## src/rtl/seg_scan_pkg.sv

```systemverilog
// Shared types and frame layout for the 7-segment/keypad scan master.
// The frame byte carries the keypad column, the digit select and the hex value.
package seg_scan_pkg;

    typedef enum logic [1:0] {
        IDLE,
        SHIFT,
        HOLD
    } state_e;

    localparam int FRAME_BITS = 8;

    localparam int COL_MSB = 7;
    localparam int COL_LSB = 6;
    localparam int SEL_MSB = 5;
    localparam int SEL_LSB = 4;
    localparam int VAL_MSB = 3;
    localparam int VAL_LSB = 0;

    // Slot bits [1:0] pick the keypad column, bits [3:2] pick the digit.
    function automatic logic [FRAME_BITS-1:0] buildFrame(input logic [3:0] slot,
                                                         input logic [3:0] value);
        logic [FRAME_BITS-1:0] frame;
        frame                   = '0;
        frame[COL_MSB:COL_LSB]  = slot[1:0];
        frame[SEL_MSB:SEL_LSB]  = slot[3:2];
        frame[VAL_MSB:VAL_LSB]  = value;
        return frame;
    endfunction

endpackage

```

## src/rtl/spi_frame_tx.sv

```systemverilog
// SPI byte shifter: SCK divider, MSB-first shift register and bit counter.
// done_o is high in the cycle whose clock edge produces the last SCK fall.
module spi_frame_tx
    import seg_scan_pkg::*;
#(
    parameter int CLK_DIV = 4
)
(
    input  logic                  clk_i,
    input  logic                  rst_ni,
    input  logic                  start_i,
    input  logic [FRAME_BITS-1:0] byte_i,
    output logic                  sck_o,
    output logic                  mosi_o,
    output logic                  done_o
);

    localparam int                DIV_W    = (CLK_DIV > 1) ? $clog2(CLK_DIV) : 1;
    localparam logic [DIV_W-1:0]  DIV_LAST = DIV_W'(CLK_DIV - 1);
    localparam int                BIT_W    = $clog2(FRAME_BITS);
    localparam logic [BIT_W-1:0]  BIT_LAST = BIT_W'(FRAME_BITS - 1);

    logic [DIV_W-1:0]      divCnt_q;
    logic [BIT_W-1:0]      bitCnt_q;
    logic [FRAME_BITS-1:0] shift_q;
    logic                  sck_q;
    logic                  active_q;
    logic                  divWrap;

    assign divWrap = (divCnt_q == DIV_LAST);
    assign done_o  = active_q && sck_q && divWrap && (bitCnt_q == BIT_LAST);
    assign sck_o   = sck_q;
    assign mosi_o  = shift_q[FRAME_BITS-1];

    // Each SCK phase lasts CLK_DIV cycles; the next bit moves onto MOSI on the fall.
    always_ff @(posedge clk_i or negedge rst_ni) begin
        if (!rst_ni) begin
            divCnt_q <= '0;
            bitCnt_q <= '0;
            shift_q  <= '0;
            sck_q    <= 1'b0;
            active_q <= 1'b0;
        end else if (start_i) begin
            divCnt_q <= '0;
            bitCnt_q <= '0;
            shift_q  <= byte_i;
            sck_q    <= 1'b0;
            active_q <= 1'b1;
        end else if (active_q) begin
            if (divWrap) begin
                divCnt_q <= '0;
                if (!sck_q) begin
                    sck_q <= 1'b1;
                end else begin
                    sck_q    <= 1'b0;
                    shift_q  <= {shift_q[FRAME_BITS-2:0], 1'b0};
                    bitCnt_q <= bitCnt_q + 1'b1;
                    if (bitCnt_q == BIT_LAST) begin
                        active_q <= 1'b0;
                    end
                end
            end else begin
                divCnt_q <= divCnt_q + 1'b1;
            end
        end
    end

endmodule

```

## src/rtl/seg_scan_ctrl.sv

```systemverilog
// Scan master: cycles 16 slots, each sending one display/keypad frame,
// and debounces the keypad return over two consecutive complete scans.
module seg_scan_ctrl
    import seg_scan_pkg::*;
#(
    parameter int CLK_DIV     = 4,
    parameter int HOLD_CYCLES = 1024
)
(
    input  logic        clk_i,
    input  logic        rst_ni,
    input  logic        run_i,
    input  logic        wr_en_i,
    input  logic [1:0]  wr_addr_i,
    input  logic [3:0]  wr_data_i,
    output logic        sck_o,
    output logic        mosi_o,
    output logic        en_o,
    input  logic        miso_i,
    output logic [15:0] key_map_o,
    output logic        key_valid_o,
    output logic        key_event_o,
    output logic [3:0]  key_code_o,
    output logic        scan_done_o
);

    localparam int                HOLD_W    = (HOLD_CYCLES > 1) ? $clog2(HOLD_CYCLES) : 1;
    localparam logic [HOLD_W-1:0] HOLD_LAST = HOLD_W'(HOLD_CYCLES - 1);

    state_e                state_q, state_d;
    logic [3:0]            slot_q;
    logic [3:0]            digit_q [4];
    logic                  en_q;
    logic [HOLD_W-1:0]     holdCnt_q;
    logic [15:0]           raw_q;
    logic [15:0]           prevRaw_q;
    logic [15:0]           keyMap_q;
    logic                  keyValid_q;
    logic                  keyEvent_q;
    logic [3:0]            keyCode_q;
    logic                  scanDone_q;

    logic                  txStart;
    logic                  txDone;
    logic                  holdLast;
    logic [3:0]            captSlot;
    logic [FRAME_BITS-1:0] captByte;
    logic [15:0]           rawFull;
    logic [15:0]           newKeys;
    logic [3:0]            lowestNew;

    spi_frame_tx #(
        .CLK_DIV (CLK_DIV)
    ) u_tx (
        .clk_i   (clk_i),
        .rst_ni  (rst_ni),
        .start_i (txStart),
        .byte_i  (captByte),
        .sck_o   (sck_o),
        .mosi_o  (mosi_o),
        .done_o  (txDone)
    );

    assign holdLast = (state_q == HOLD) && (holdCnt_q == HOLD_LAST);

    // Back-to-back frames capture during the last HOLD cycle, so they use the next slot.
    assign captSlot = (state_q == HOLD) ? slot_q + 4'd1 : slot_q;
    assign captByte = buildFrame(captSlot, digit_q[captSlot[3:2]]);

    always_comb begin
        rawFull          = raw_q;
        rawFull[slot_q]  = ~miso_i;
        newKeys          = rawFull & ~keyMap_q;
        lowestNew        = '0;
        for (int i = 15; i >= 0; i--) begin
            if (newKeys[i]) begin
                lowestNew = 4'(i);
            end
        end
    end

    always_comb begin
        state_d = state_q;
        txStart = 1'b0;
        case (state_q)
            IDLE: begin
                if (run_i) begin
                    txStart = 1'b1;
                    state_d = SHIFT;
                end
            end
            SHIFT: begin
                if (txDone) begin
                    state_d = HOLD;
                end
            end
            HOLD: begin
                if (holdLast) begin
                    if (run_i) begin
                        txStart = 1'b1;
                        state_d = SHIFT;
                    end else begin
                        state_d = IDLE;
                    end
                end
            end
            default: state_d = IDLE;
        endcase
    end

    always_ff @(posedge clk_i or negedge rst_ni) begin
        if (!rst_ni) begin
            state_q   <= IDLE;
            slot_q    <= '0;
            en_q      <= 1'b1;
            holdCnt_q <= '0;
            raw_q     <= '0;
            for (int i = 0; i < 4; i++) begin
                digit_q[i] <= '0;
            end
        end else begin
            state_q <= state_d;
            if (wr_en_i) begin
                digit_q[wr_addr_i] <= wr_data_i;
            end
            if (txDone) begin
                en_q <= 1'b0;
            end else if (holdLast) begin
                en_q <= 1'b1;
            end
            if ((state_q == HOLD) && !holdLast) begin
                holdCnt_q <= holdCnt_q + 1'b1;
            end else begin
                holdCnt_q <= '0;
            end
            // Stopping abandons the partial scan so the next start is a clean slot 0.
            if (holdLast) begin
                if (run_i) begin
                    slot_q <= slot_q + 4'd1;
                    raw_q  <= rawFull;
                end else begin
                    slot_q <= '0;
                    raw_q  <= '0;
                end
            end
        end
    end

    always_ff @(posedge clk_i or negedge rst_ni) begin
        if (!rst_ni) begin
            prevRaw_q  <= '0;
            keyMap_q   <= '0;
            keyValid_q <= 1'b0;
            keyEvent_q <= 1'b0;
            keyCode_q  <= '0;
            scanDone_q <= 1'b0;
        end else begin
            keyEvent_q <= 1'b0;
            scanDone_q <= 1'b0;
            if (holdLast && (slot_q == 4'hF)) begin
                scanDone_q <= 1'b1;
                prevRaw_q  <= rawFull;
                if (rawFull == prevRaw_q) begin
                    keyMap_q   <= rawFull;
                    keyValid_q <= 1'b1;
                    if (|newKeys) begin
                        keyEvent_q <= 1'b1;
                        keyCode_q  <= lowestNew;
                    end
                end
            end
        end
    end

    assign en_o        = en_q;
    assign key_map_o   = keyMap_q;
    assign key_valid_o = keyValid_q;
    assign key_event_o = keyEvent_q;
    assign key_code_o  = keyCode_q;
    assign scan_done_o = scanDone_q;

endmodule

```

## config.mk

```make
export PLATFORM = sky130hd
export DESIGN_NAME = seg_scan_ctrl
export DESIGN_NICKNAME = d
export VERILOG_FILES = /design/src/rtl/seg_scan_pkg.sv /design/src/rtl/spi_frame_tx.sv /design/src/rtl/seg_scan_ctrl.sv
export SDC_FILE = /design/constraint.sdc
export NUM_CORES = 1
export LEC_CHECK = 0
export CAP_MARGIN = 20
export CORE_MARGIN = 8
export CORE_UTILIZATION = 59
export CTS_CLUSTER_SIZE = 40
export DETAILED_ROUTE_END_ITERATION = 16
export PLACE_DENSITY = 0.8
export SLEW_MARGIN = 0
export SYNTH_ARGS = -nofsm -noshare
export SYNTH_HDL_FRONTEND = slang
export SYNTH_SLANG_ARGS = --single-unit
export TNS_END_PERCENT = 100
```

## constraint.sdc

```tcl
create_clock -name clk_i -period 3.4 [get_ports clk_i]
set_clock_uncertainty 0.1 [all_clocks]
set_input_delay 0.68 -clock clk_i [delete_from_list [all_inputs] [get_ports clk_i]]
set_output_delay 0.68 -clock clk_i [all_outputs]
set_load 0.01 [all_outputs]
```

# == Word-level counts from Yosys, hierarchy flattened ==
# Index checks and enable logic that the tools add are counted.
# word_totals
ff_bits,103
latch_bits,0
ramBits,0
rom_bits,0
inputBits,11
out_inout_bits,26
n_memories,0
# op_classes
add_sub_neg,4
multipliers,0
n_div,0
order_cmp,5
eq_ne,10
shift,0
muxes,63
n_bitwise,5
reduce_logical,20
# ops
cell,n
4-bit two-way mux,21
16-bit bitwise mux,2
8-bit two-way mux,4
1-bit two-way mux,19
16-bit bitwise AND,1
16-bit == test,1
16-bit two-way mux,1
16-bit NOT,1
16-bit OR reduction,1
2-bit two-way mux,6
3-bit two-way mux,4
10-bit by 1-bit adder with 10-bit output (second input constant),1
10-bit == test (second input constant),1
10-bit two-way mux,1
3-bit AND reduction,3
4-bit binary-select mux with 2-bit select,1
4-bit demux with 2-bit select,1
1-bit logical AND,8
2-bit nonzero test,4
3-bit greater-or-equal comparator (second input constant),2
2-bit inequality test (second input constant),3
2-bit NOT with 3-bit output,2
2-bit one-hot mux with 3 select lines,1
4-bit by 5-bit less-than comparator with 1-bit output (second input constant),1
15 further kinds,17

# == Longest topological paths before layout ==
# Gate-level depths: netlist of the first run.
# depth
word_depth,22
ltp_mapped,12
depth_no_buf,9

# == Modules after synthesis ==
# A second synthesis of the first run with hierarchy kept.
# unflattened
cells_unflattened,528
area_unflattened_um2,5415.2
# modules_own_cells
module,instances,cells_each,area_each_um2,seq_area_each_um2
seg_scan_ctrl,1,462,4688.2,2203.4
spi_frame_tx,1,66,726.9,375.4

# == Worst setup path after synthesis of the first run ==
# OpenSTA, ideal clock, no wires.
# synth_path
kind,register to register
startpoint,register slot_q[0]
endpoint,register keyCode_q[0] (netlist: key_code_o[0])
arrival_ns,2.769
t_required_ns,3.173
path_slack_ns,0.404
stages_incl_launch_ff,11
n_path_buf,1
cell_sequence,dfrtp_1 -> inv_1 -> ha_1 -> buf_2 -> nand3_1 -> a32o_1 -> or4_1 -> a2111o_1 -> nor4_4 -> nand2_1 -> mux2_1
# synth_between
elab_chain_len,22
word_cells_on_any_way,28
classes_between,order compare (2); eq/ne (2); mux (19); bitwise (1); reduce/logical (4)
# synth_rtl
element,line,source
from (decl),seg_scan_ctrl.sv:31,logic [3:0] slot_q;
from (signal assigned),seg_scan_ctrl.sv:139,slot_q <= slot_q + 4'd1;
4-bit by 5-bit less-than comparator with 1-bit output (not written as such) / 4-bit by 1-bit greater-or-equal comparator with 1-bit output (equally long branches),seg_scan_ctrl.sv:72,rawFull[slot_q] = ~miso_i;
1-bit logical AND (not written as such),seg_scan_ctrl.sv:72,
1-bit two-way mux (not written as such),seg_scan_ctrl.sv:72,
1-bit demux with 4-bit select,seg_scan_ctrl.sv:72,
16-bit bitwise mux,seg_scan_ctrl.sv:72,
16-bit bitwise AND,seg_scan_ctrl.sv:73,newKeys = rawFull & ~keyMap_q;
4-bit two-way mux (16 in series),seg_scan_ctrl.sv:76,if (newKeys[i]) begin
to (signal assigned),seg_scan_ctrl.sv:168,keyCode_q <= lowestNew;
to (decl),seg_scan_ctrl.sv:40,logic [3:0] keyCode_q;
# Several ways; a longest one is shown, not always the timed one.
# A chain may end at the register's enable or synchronous reset.

# == Worst setup path after layout of the first run ==
# layout_path
startpoint,register slot_q[1]
endpoint,register keyMap_q[15] (netlist: key_map_o[15])
# layout_between
elab_chain_len,7
word_cells_on_any_way,10
classes_between,order compare (2); eq/ne (2); mux (3); reduce/logical (3)
# layout_rtl
element,line,source
4-bit by 5-bit less-than comparator with 1-bit output (not written as such) / 4-bit by 1-bit greater-or-equal comparator with 1-bit output (equally long branches),seg_scan_ctrl.sv:72,
1-bit logical AND (not written as such),seg_scan_ctrl.sv:72,
1-bit two-way mux (not written as such),seg_scan_ctrl.sv:72,
1-bit demux with 4-bit select,seg_scan_ctrl.sv:72,
16-bit bitwise mux,seg_scan_ctrl.sv:72,
16-bit == test,seg_scan_ctrl.sv:163,if (rawFull == prevRaw_q) begin
2-bit AND reduction (no source line),-,
to (signal assigned),seg_scan_ctrl.sv:164,keyMap_q <= rawFull;
to (decl),seg_scan_ctrl.sv:37,logic [15:0] keyMap_q;
# Several ways; a longest one is shown, not always the timed one.

==> Implementation_results.wiki, run 1 <==
{| class="wikitable"
! Metric !! Value
|-
| Initial cell density of the core || 61.0%
|-
| Period Utilization, post-route || 95.4%
|-
| Global-route wire length before repair || 21.5 mm
|-
| DRC errors left || 0
|-
| Final count of negative-setup-slack endpoints || 0
|-
| Total of fill cells in the finished design || 614
|-
| Detailed-routing iteration count for the pre-antenna-repair pass || 6
|-
| Most common flop cell mapped by yosys || sky130_fd_sc_hd__dfrtp_1
|-
| Estimated wirelength of the detail-placed design || 9.31 mm
|-
| Net count of the mapped netlist || 546
|-
| Slew Limit Headroom || 59.0%
|-
| Count of warnings emitted by yosys || 0
|-
| Wirelength per Cell || 18.2 um
|-
| H-Tree Depth || 3
|-
| Startpoint kind of the worst setup timing path || register
|-
| Clock tree from TritonCTS || yes
|-
| Number of diodes added for antenna fixing || 0
|-
| Antenna violation net count after detailed routing || 0
|-
| Initial antenna violation count || 0
|-
| Worst Path Class, Setup || register to register
|-
| Synthesized area divided by synthesized cell count || 10.1 um^2
|-
| Routed via count divided by cell count || 6.05
|-
| Outcome || complete, no violations
|-
| Most common library cell in the layout ignoring fill and taps || sky130_fd_sc_hd__dfrtp_1
|-
| Die width || 111 um
|-
| Number of enable flip-flop cells after synthesis || 0
|-
| Wirelength, routed || 12.9 mm
|-
| Cell Count, Final, Fillers Out || 709
|-
| Core utilization of the finished layout || 72.5%
|-
| Sinks on Clock Net || 103
|-
| Worst-Margin Slew || 613 ps
|-
| Max Cap Violations || 0
|-
| Die area || 0.0123 mm^2
|-
| Final hold violations || 0
|-
| Final weighted congestion of routability-driven global placement || 0.934
|-
| Type of destination of the critical path || register
|-
| Final critical-path required period || 3240 ps
|-
| Worst vdd ir || 0.358 mV
|-
| Synthesized cell area || 0.00532 mm^2
|-
| Post-route cell area || 0.00632 mm^2
|-
| Register bit count reported by yosys || 103
|-
| I/O pin count || 37
|-
| Number of cells after detailed placement || 691
|-
| Sequential element share of the synthesized area || 48.4%
|-
| Deepest clock path buffer count || 2
|-
| Layout cell share with drive strength beyond 1 || 15.5%
|-
| Sum of overflow across all layers after global routing || 0
|-
| Drt initial violations || 273
|-
| Post-synthesis async set-or-reset flop share || 100%
|-
| Global-route usage over all layers || 21.2%
|-
| RSZ-0062 raised after global routing || false
|-
| Pins Over Slew Limit || 0
|-
| Maximum number of pins on one net before global-route repair || 82
|-
| Instance area after placement || 0.00606 mm^2
|-
| Y dimension of the die || 111 um
|-
| Number of instances in the synthesized netlist || 527
|-
| FMAX || 308 MHz
|-
| Core footprint || 0.00872 mm^2
|-
| Number of nets in the final layout || 615
|-
| Clock root buffer || sky130_fd_sc_hd__clkbuf_8
|-
| Highest-count cells in the layout ignoring fill and taps || sky130_fd_sc_hd__dfrtp_1 (102), sky130_fd_sc_hd__nand2_1 (49), sky130_fd_sc_hd__buf_4 (45)
|-
| Post-synth cell types || 59
|-
| Area Growth Syn to Fin || 18.8%
|-
| Number of I/O port buffers || 36
|-
| Pwr per Cell Area || 421 mW/mm^2
|-
| Standard-cell row count || 34
|-
| Endpoint required time on the critical path || 3570 ps
|-
| Cell leakage power || 2.93 nW
|-
| TritonCTS Buffers || 9
|-
| Worst hold slack across all endpoints || 389 ps
|-
| Number of global-route vias before repair || 4345
|-
| Number of vias in the routed layout || 4286
|-
| Clock Latency Late Sink || 380 ps
|-
| Arrival @ worst endpoint || 3410 ps
|-
| Clk slew on worst S/H paths || 110 ps
|-
| Maximum fanout encountered on the critical timing path || 7
|-
| Class of the tightest hold or removal check || register to register
|}
[cell type report]
type / count / area (um^2) / share of cell area (%)
Clock buffer: 9 / 124 / 1.96
Timing Repair Buffer: 83 / 746 / 11.8
Sequential cell: 103 / 2580 / 40.8
Tap cell: 108 / 135 / 2.14
Multi-Input combinational cell: 371 / 2530 / 40.1
Clock inverter: 7 / 98.8 / 1.56
Inverter: 28 / 105 / 1.66
[layer usage]
metal  routed length, um  GRT usage, %  vias up
met1                5920          28.2     2073
li1                    -             -     2044
met3                 714          3.90       27
met5                   0             0        -
met2                5930          32.2      142
met4                 368          10.8        0
[registers in the layout (all words and copies together) (netlist names)]
register / count
key_map_o: 16
u_tx.active_q: 1
holdCnt_q: 10
u_tx.bitCnt_q: 3
key_valid_o: 1
prevRaw_q: 16
key_code_o: 4
scan_done_o: 1
u_tx.sck_o: 1
u_tx.shift_q: 8
key_event_o: 1
raw_q: 16
slot_q: 4
en_o: 1
state_q: 2
digit_q: 16
u_tx.divCnt_q: 2
[logic make-up (layout without fill, tap and decap cells)]
logic type                 after synthesis  in the layout  synth area share, %
adders and majority gates                8              8                 1.88
AOI/OAI and AO/OA                      123            123                 14.6
xor gates and xnor gates                20             20                 3.29
muxes                                   54             54                 11.7
buffers and inverters                   53            127                 3.97
DFF                                    103            103                 48.4
and+or+nand+nor                        166            166                 16.1
[power by group]
group          switching, mW  leakage [nW]  internal (mW)
combinational          0.189          1.60          0.207
sequential            0.0800          1.22           1.35
clock                  0.480         0.107          0.362
total                  0.749          2.93           1.91
[worst max-delay path, stage by stage, from the launching register on]
cell,delay [ps]
sky130_fd_sc_hd__dfrtp_1,440
sky130_fd_sc_hd__inv_1,140
sky130_fd_sc_hd__ha_1,370
sky130_fd_sc_hd__nand3b_1,150
sky130_fd_sc_hd__a32o_1,250
sky130_fd_sc_hd__or4_1,510
sky130_fd_sc_hd__a2111o_1,410
sky130_fd_sc_hd__nor4_4,270
sky130_fd_sc_hd__buf_4,200
sky130_fd_sc_hd__mux2_1,310
[repair_timing]
item,in CTS,in global routing
hold buffers,0,1
endpoints found under the hold margin,0,5
resized for setup,0,1
buffers inserted,0,0
setup endpoints to repair,0,1
[cells in the mapped netlist, types with 2 or more instances]
cell,n,area [um^2]
sky130_fd_sc_hd__o22ai_1,21,131
sky130_fd_sc_hd__a211oi_1,3,22.5
sky130_fd_sc_hd__nor3b_1,2,15.0
sky130_fd_sc_hd__or4bb_1,3,33.8
sky130_fd_sc_hd__nor4_1,2,12.5
sky130_fd_sc_hd__mux2i_1,27,270
sky130_fd_sc_hd__xor2_1,15,131
sky130_fd_sc_hd__o32a_1,2,20.0
sky130_fd_sc_hd__a2bb2oi_1,3,26.3
sky130_fd_sc_hd__or2_2,2,12.5
sky130_fd_sc_hd__ha_1,8,100
sky130_fd_sc_hd__mux4_2,4,90.1
sky130_fd_sc_hd__nand2b_1,3,18.8
sky130_fd_sc_hd__inv_1,26,97.6
sky130_fd_sc_hd__nor2_1,44,165
sky130_fd_sc_hd__buf_2,7,35.0
sky130_fd_sc_hd__or3b_1,5,43.8
sky130_fd_sc_hd__o31ai_1,8,60.1
sky130_fd_sc_hd__mux2_2,19,214
sky130_fd_sc_hd__xnor2_1,5,43.8
sky130_fd_sc_hd__a32oi_1,6,52.6
sky130_fd_sc_hd__nand3b_1,11,82.6
sky130_fd_sc_hd__or4_1,2,15.0
sky130_fd_sc_hd__nand3_1,14,70.1
sky130_fd_sc_hd__o2bb2ai_1,2,17.5
sky130_fd_sc_hd__nor2b_1,8,50.1
sky130_fd_sc_hd__and3_1,4,25.0
sky130_fd_sc_hd__a21oi_1,31,155
sky130_fd_sc_hd__a32o_1,3,30.0
sky130_fd_sc_hd__nand4_1,8,50.1
sky130_fd_sc_hd__dfrtp_1,102,2550
sky130_fd_sc_hd__o221ai_1,4,35.0
sky130_fd_sc_hd__and2_1,2,12.5
sky130_fd_sc_hd__nand2_1,49,184
sky130_fd_sc_hd__o21ai_0,31,155
sky130_fd_sc_hd__mux2_1,3,33.8
sky130_fd_sc_hd__clkbuf_1,16,60.1
[path summary, 6_finish.rpt]
check | startpoint | endpoint | slack, ps | cells after the start
setup / recovery | slot_q[1] | key_map_o[15] | 160 | 9
hold / removal | key_valid_o | key_valid_o | 390 | 1
setup reg to reg | slot_q[1] | key_map_o[15] | 160 | 9
hold reg to reg | key_valid_o | key_valid_o | 390 | 1
max in group asynchronous | rst_ni | key_code_o[0] | 1800 | 4
min in group asynchronous | rst_ni | holdCnt_q[3] | 550 | 2
[per-stage QoR]
step	TNS, ps	setup slack (ps)	total power, mW
CTS	0	119	2.68
floorplan	0	404	1.70
global route	0	2.54	2.79
finish	0	157	2.66
detailed placement	-197	-56.4	1.85
global placement	0	0.277	1.81
(Power assumes the default switching activity.)
==> run 2, diff against run 1 <==
--- a/config.mk
+++ b/config.mk
@@ -14,5 +14,6 @@
 export SLEW_MARGIN = 0
 export SYNTH_ARGS = -nofsm -noshare
 export SYNTH_HDL_FRONTEND = slang
+export SYNTH_HIERARCHICAL = 1
 export SYNTH_SLANG_ARGS = --single-unit
 export TNS_END_PERCENT = 100
==> Implementation_results.wiki, run 2 <==
{| class="wikitable"
! Metric !! Value
|-
| Endpoint required time on the critical path || 3570 ps
|-
| Cell leakage power || 2.79 nW
|-
| Estimated wirelength of the detail-placed design || 9.35 mm
|-
| Number of instances in the synthesized netlist || 528
|-
| Slowest cell on crit path || sky130_fd_sc_hd__or3b_1
|-
| Count of buffer and inverter cells on the critical path || 1
|-
| Number of I/O port buffers || 36
|-
| Total internal power || 1.81 mW
|-
| Maximum number of pins on one net before global-route repair || 53
|-
| Final hold violations || 0
|-
| Most common flop cell mapped by yosys || sky130_fd_sc_hd__dfrtp_1
|-
| Die area || 0.0125 mm^2
|-
| Slew Limit Headroom || 53.8%
|-
| Worst-Margin Slew || 687 ps
|-
| Quantity of hold-fixing buffers added after cts || 0
|-
| Final weighted congestion of routability-driven global placement || 0.910
|-
| Sum of overflow across all layers after global routing || 0
|-
| Sequential element share of the synthesized area || 47.6%
|-
| Synthesized area divided by synthesized cell count || 10.3 um^2
|-
| I/O pin count || 37
|-
| Sinks on Clock Net || 103
|-
| Leading post-synthesis cells by instance count || sky130_fd_sc_hd__dfrtp_1 (102), sky130_fd_sc_hd__nand2_1 (74), sky130_fd_sc_hd__o21ai_0 (43)
|-
| Setup TNS || 0 ps
|-
| Share of total power in the clock network || 30.1%
|-
| Wirelength, routed || 12.8 mm
|-
| H-Tree Depth || 3
|-
| Number of vias in the routed layout || 4190
|-
| Final count of negative-setup-slack endpoints || 0
|-
| Routed via count divided by cell count || 6.01
|-
| Pins Over Slew Limit || 0
|-
| Reg area || 0.00258 mm^2
|-
| Class of the tightest hold or removal check || primary input to async pin
|-
| Clock root buffer || sky130_fd_sc_hd__clkbuf_8
|-
| Power after layout || 2.56 mW
|-
| FMAX || 312 MHz
|-
| Fraction of synthesized cell area taken by the top area cell type || 47.1%
|-
| Cell Count, Final, Fillers Out || 697
|-
| Max Cap Violations || 0
|-
| Clock Latency Late Sink || 380 ps
|-
| Core footprint || 0.00906 mm^2
|-
| RSZ-0062 raised after global routing || false
|-
| Startpoint kind of the worst setup timing path || register
|-
| Core utilization of the finished layout || 68.4%
|-
| Instance area after placement || 0.00600 mm^2
|-
| Total area of multi-input combinational cells || 0.00265 mm^2
|-
| Post-synth cell types || 70
|-
| Number of diodes added for antenna fixing || 0
|-
| Top post-synthesis cells by area || sky130_fd_sc_hd__dfrtp_1 (47%), sky130_fd_sc_hd__nand2_1 (5.1%), sky130_fd_sc_hd__o21ai_0 (4.0%), sky130_fd_sc_hd__mux2_2 (3.3%), sky130_fd_sc_hd__mux2i_1 (3.1%)
|-
| Number of enable flip-flop cells after synthesis || 0
|-
| Net count of the mapped netlist || 547
|-
| Number of cells after detailed placement || 681
|-
| Highest-count cells in the layout ignoring fill and taps || sky130_fd_sc_hd__dfrtp_1 (102), sky130_fd_sc_hd__nand2_1 (74), sky130_fd_sc_hd__o21ai_0 (43)
|-
| Initial cell density of the core || 59.7%
|-
| Global-route wire length before repair || 21.2 mm
|-
| Logic pwr share || 14.4%
|-
| Maximum fanout encountered on the critical timing path || 6
|-
| Drt initial violations || 353
|-
| Share of total power in sequential cells || 55.5%
|-
| Cells traversed along the worst timing path || inv_1 > ha_1 > or3b_1 > and3_1 > a2111oi_0 > and4b_1 > nand4_1 > a21oi_2 > mux2_4
|-
| Final critical-path required period || 3200 ps
|-
| Category of cells accounting for the largest share of critical-path delay || simple AND/OR/NAND/NOR gates
|-
| Post-synthesis async set-or-reset flop share || 100%
|-
| Number of global-route vias before repair || 4108
|-
| Type of destination of the critical path || register
|-
| Die width || 112 um
|-
| Worst hold slack across all endpoints || 205 ps
|-
| Pwr per Cell Area || 413 mW/mm^2
|-
| Sw frac || 29.4%
|-
| Global-route usage over all layers || 20.9%
|-
| DRC errors left || 0
|-
| Period Utilization, post-route || 94.2%
|-
| TritonCTS Buffers || 9
|-
| Clk slew on worst S/H paths || 110 ps
|-
| Most frequently used cell type in the post-synthesis netlist || sky130_fd_sc_hd__dfrtp_1
|-
| Crit path largest cell delay || 470 ps
|-
| Setup WS pre-CTS || 148 ps
|-
| Cell type contributing the most total cell area after synthesis || sky130_fd_sc_hd__dfrtp_1
|-
| Initial antenna violation count || 0
|-
| Wirelength per Cell || 18.3 um
|-
| Standard-cell row count || 35
|-
| Worst vdd ir || 0.404 mV
|-
| Layout cell share with drive strength beyond 1 || 16.7%
|-
| Net Sw Power || 754 uW
|-
| Outcome || complete, no violations
|-
| Synthesized cell area || 0.00542 mm^2
|-
| Total of fill cells in the finished design || 697
|-
| Deepest clock path buffer count || 2
|-
| Count of warnings emitted by yosys || 6
|-
| Area Growth Syn to Fin || 14.6%
|-
| Detailed-routing iteration count for the pre-antenna-repair pass || 4
|-
| Post-CTS Repair Setup Buffers || 0
|-
| Antenna violation net count after detailed routing || 0
|-
| Arrival @ worst endpoint || 3380 ps
|-
| Worst Path Class, Setup || register to register
|-
| Register bit count reported by yosys || 103
|-
| Total of cells resized after clock tree synthesis || 0
|-
| Most common library cell in the layout ignoring fill and taps || sky130_fd_sc_hd__dfrtp_1
|-
| Number of nets in the final layout || 600
|-
| Y dimension of the die || 112 um
|-
| Least setup slack across all paths after layout || 197 ps
|-
| Post-route cell area || 0.00620 mm^2
|-
| Clock tree from TritonCTS || yes
|}
-- run 2: changes by cell type after synthesis, moves of 6 or more --
cell and delta:
sky130_fd_sc_hd__nand2_1 +25, sky130_fd_sc_hd__o21ai_1 +10, sky130_fd_sc_hd__o21ai_0 +12, sky130_fd_sc_hd__inv_1 -14
sky130_fd_sc_hd__o22ai_1 -10, sky130_fd_sc_hd__a21oi_1 -23, sky130_fd_sc_hd__mux2i_2 +6, sky130_fd_sc_hd__nand4_1 -6
sky130_fd_sc_hd__mux2i_1 -10
-- run 2: worst paths after layout --
| path | cells past startpoint | from | slack (ps) | endpoint |
|---|---|---|---|---|
| min reg2reg | 1 | key_valid_o | 380 | key_valid_o |
| max in group asynchronous | 2 | rst_ni | 2170 | key_map_o[5] |
| min in group clk_i | 1 | key_valid_o | 380 | key_valid_o |
| max | 9 | slot_q[0] | 200 | key_code_o[1] |
| max reg2reg | 9 | slot_q[0] | 200 | key_code_o[1] |
| min | 1 | rst_ni | 210 | holdCnt_q[5] |
-- run 2: cell families after synthesis --
logic type	Yosys count	share of synthesized area (%)
XOR/XNOR	17	2.75
AND/OR/NAND/NOR	195	18.4
AO/OA/AOI/OAI	122	15.2
flip-flops	103	47.6
buffers and inverters	37	3.51
adder cells (fa/ha/maj)	8	1.85
multiplexers	46	10.6
-- run 2: cell type report --
class	count	share of cell area, %
Clock buffer	9	2.00
Clock inverter	7	1.27
Inverter	13	0.787
Multi-Input combinational cell	388	42.7
Sequential cell	103	41.6
Tap cell	111	2.24
Timing Repair Buffer	66	9.40
-- run 2: power groups by stage --
stage          registers [mW]  clock network, mW  logic (mW)
2_1_floorplan            1.42                  0       0.284
3_3_place_gp             1.44                  0       0.352
3_5_place_dp             1.45                  0       0.372
4_1_cts                  1.42              0.794       0.373
5_1_grt                  1.43              0.831       0.414
6_report                 1.42              0.772       0.369
-- run 2: layer usage --
metal | GRT usage (%) | up-vias | share of wire, %
li1 | - | 2004 | -
met1 | 27.2 | 2072 | 45
met2 | 34.2 | 97 | 48
met3 | 3.95 | 17 | 4.7
met4 | 7.29 | 0 | 1.8
met5 | 0 | - | 0
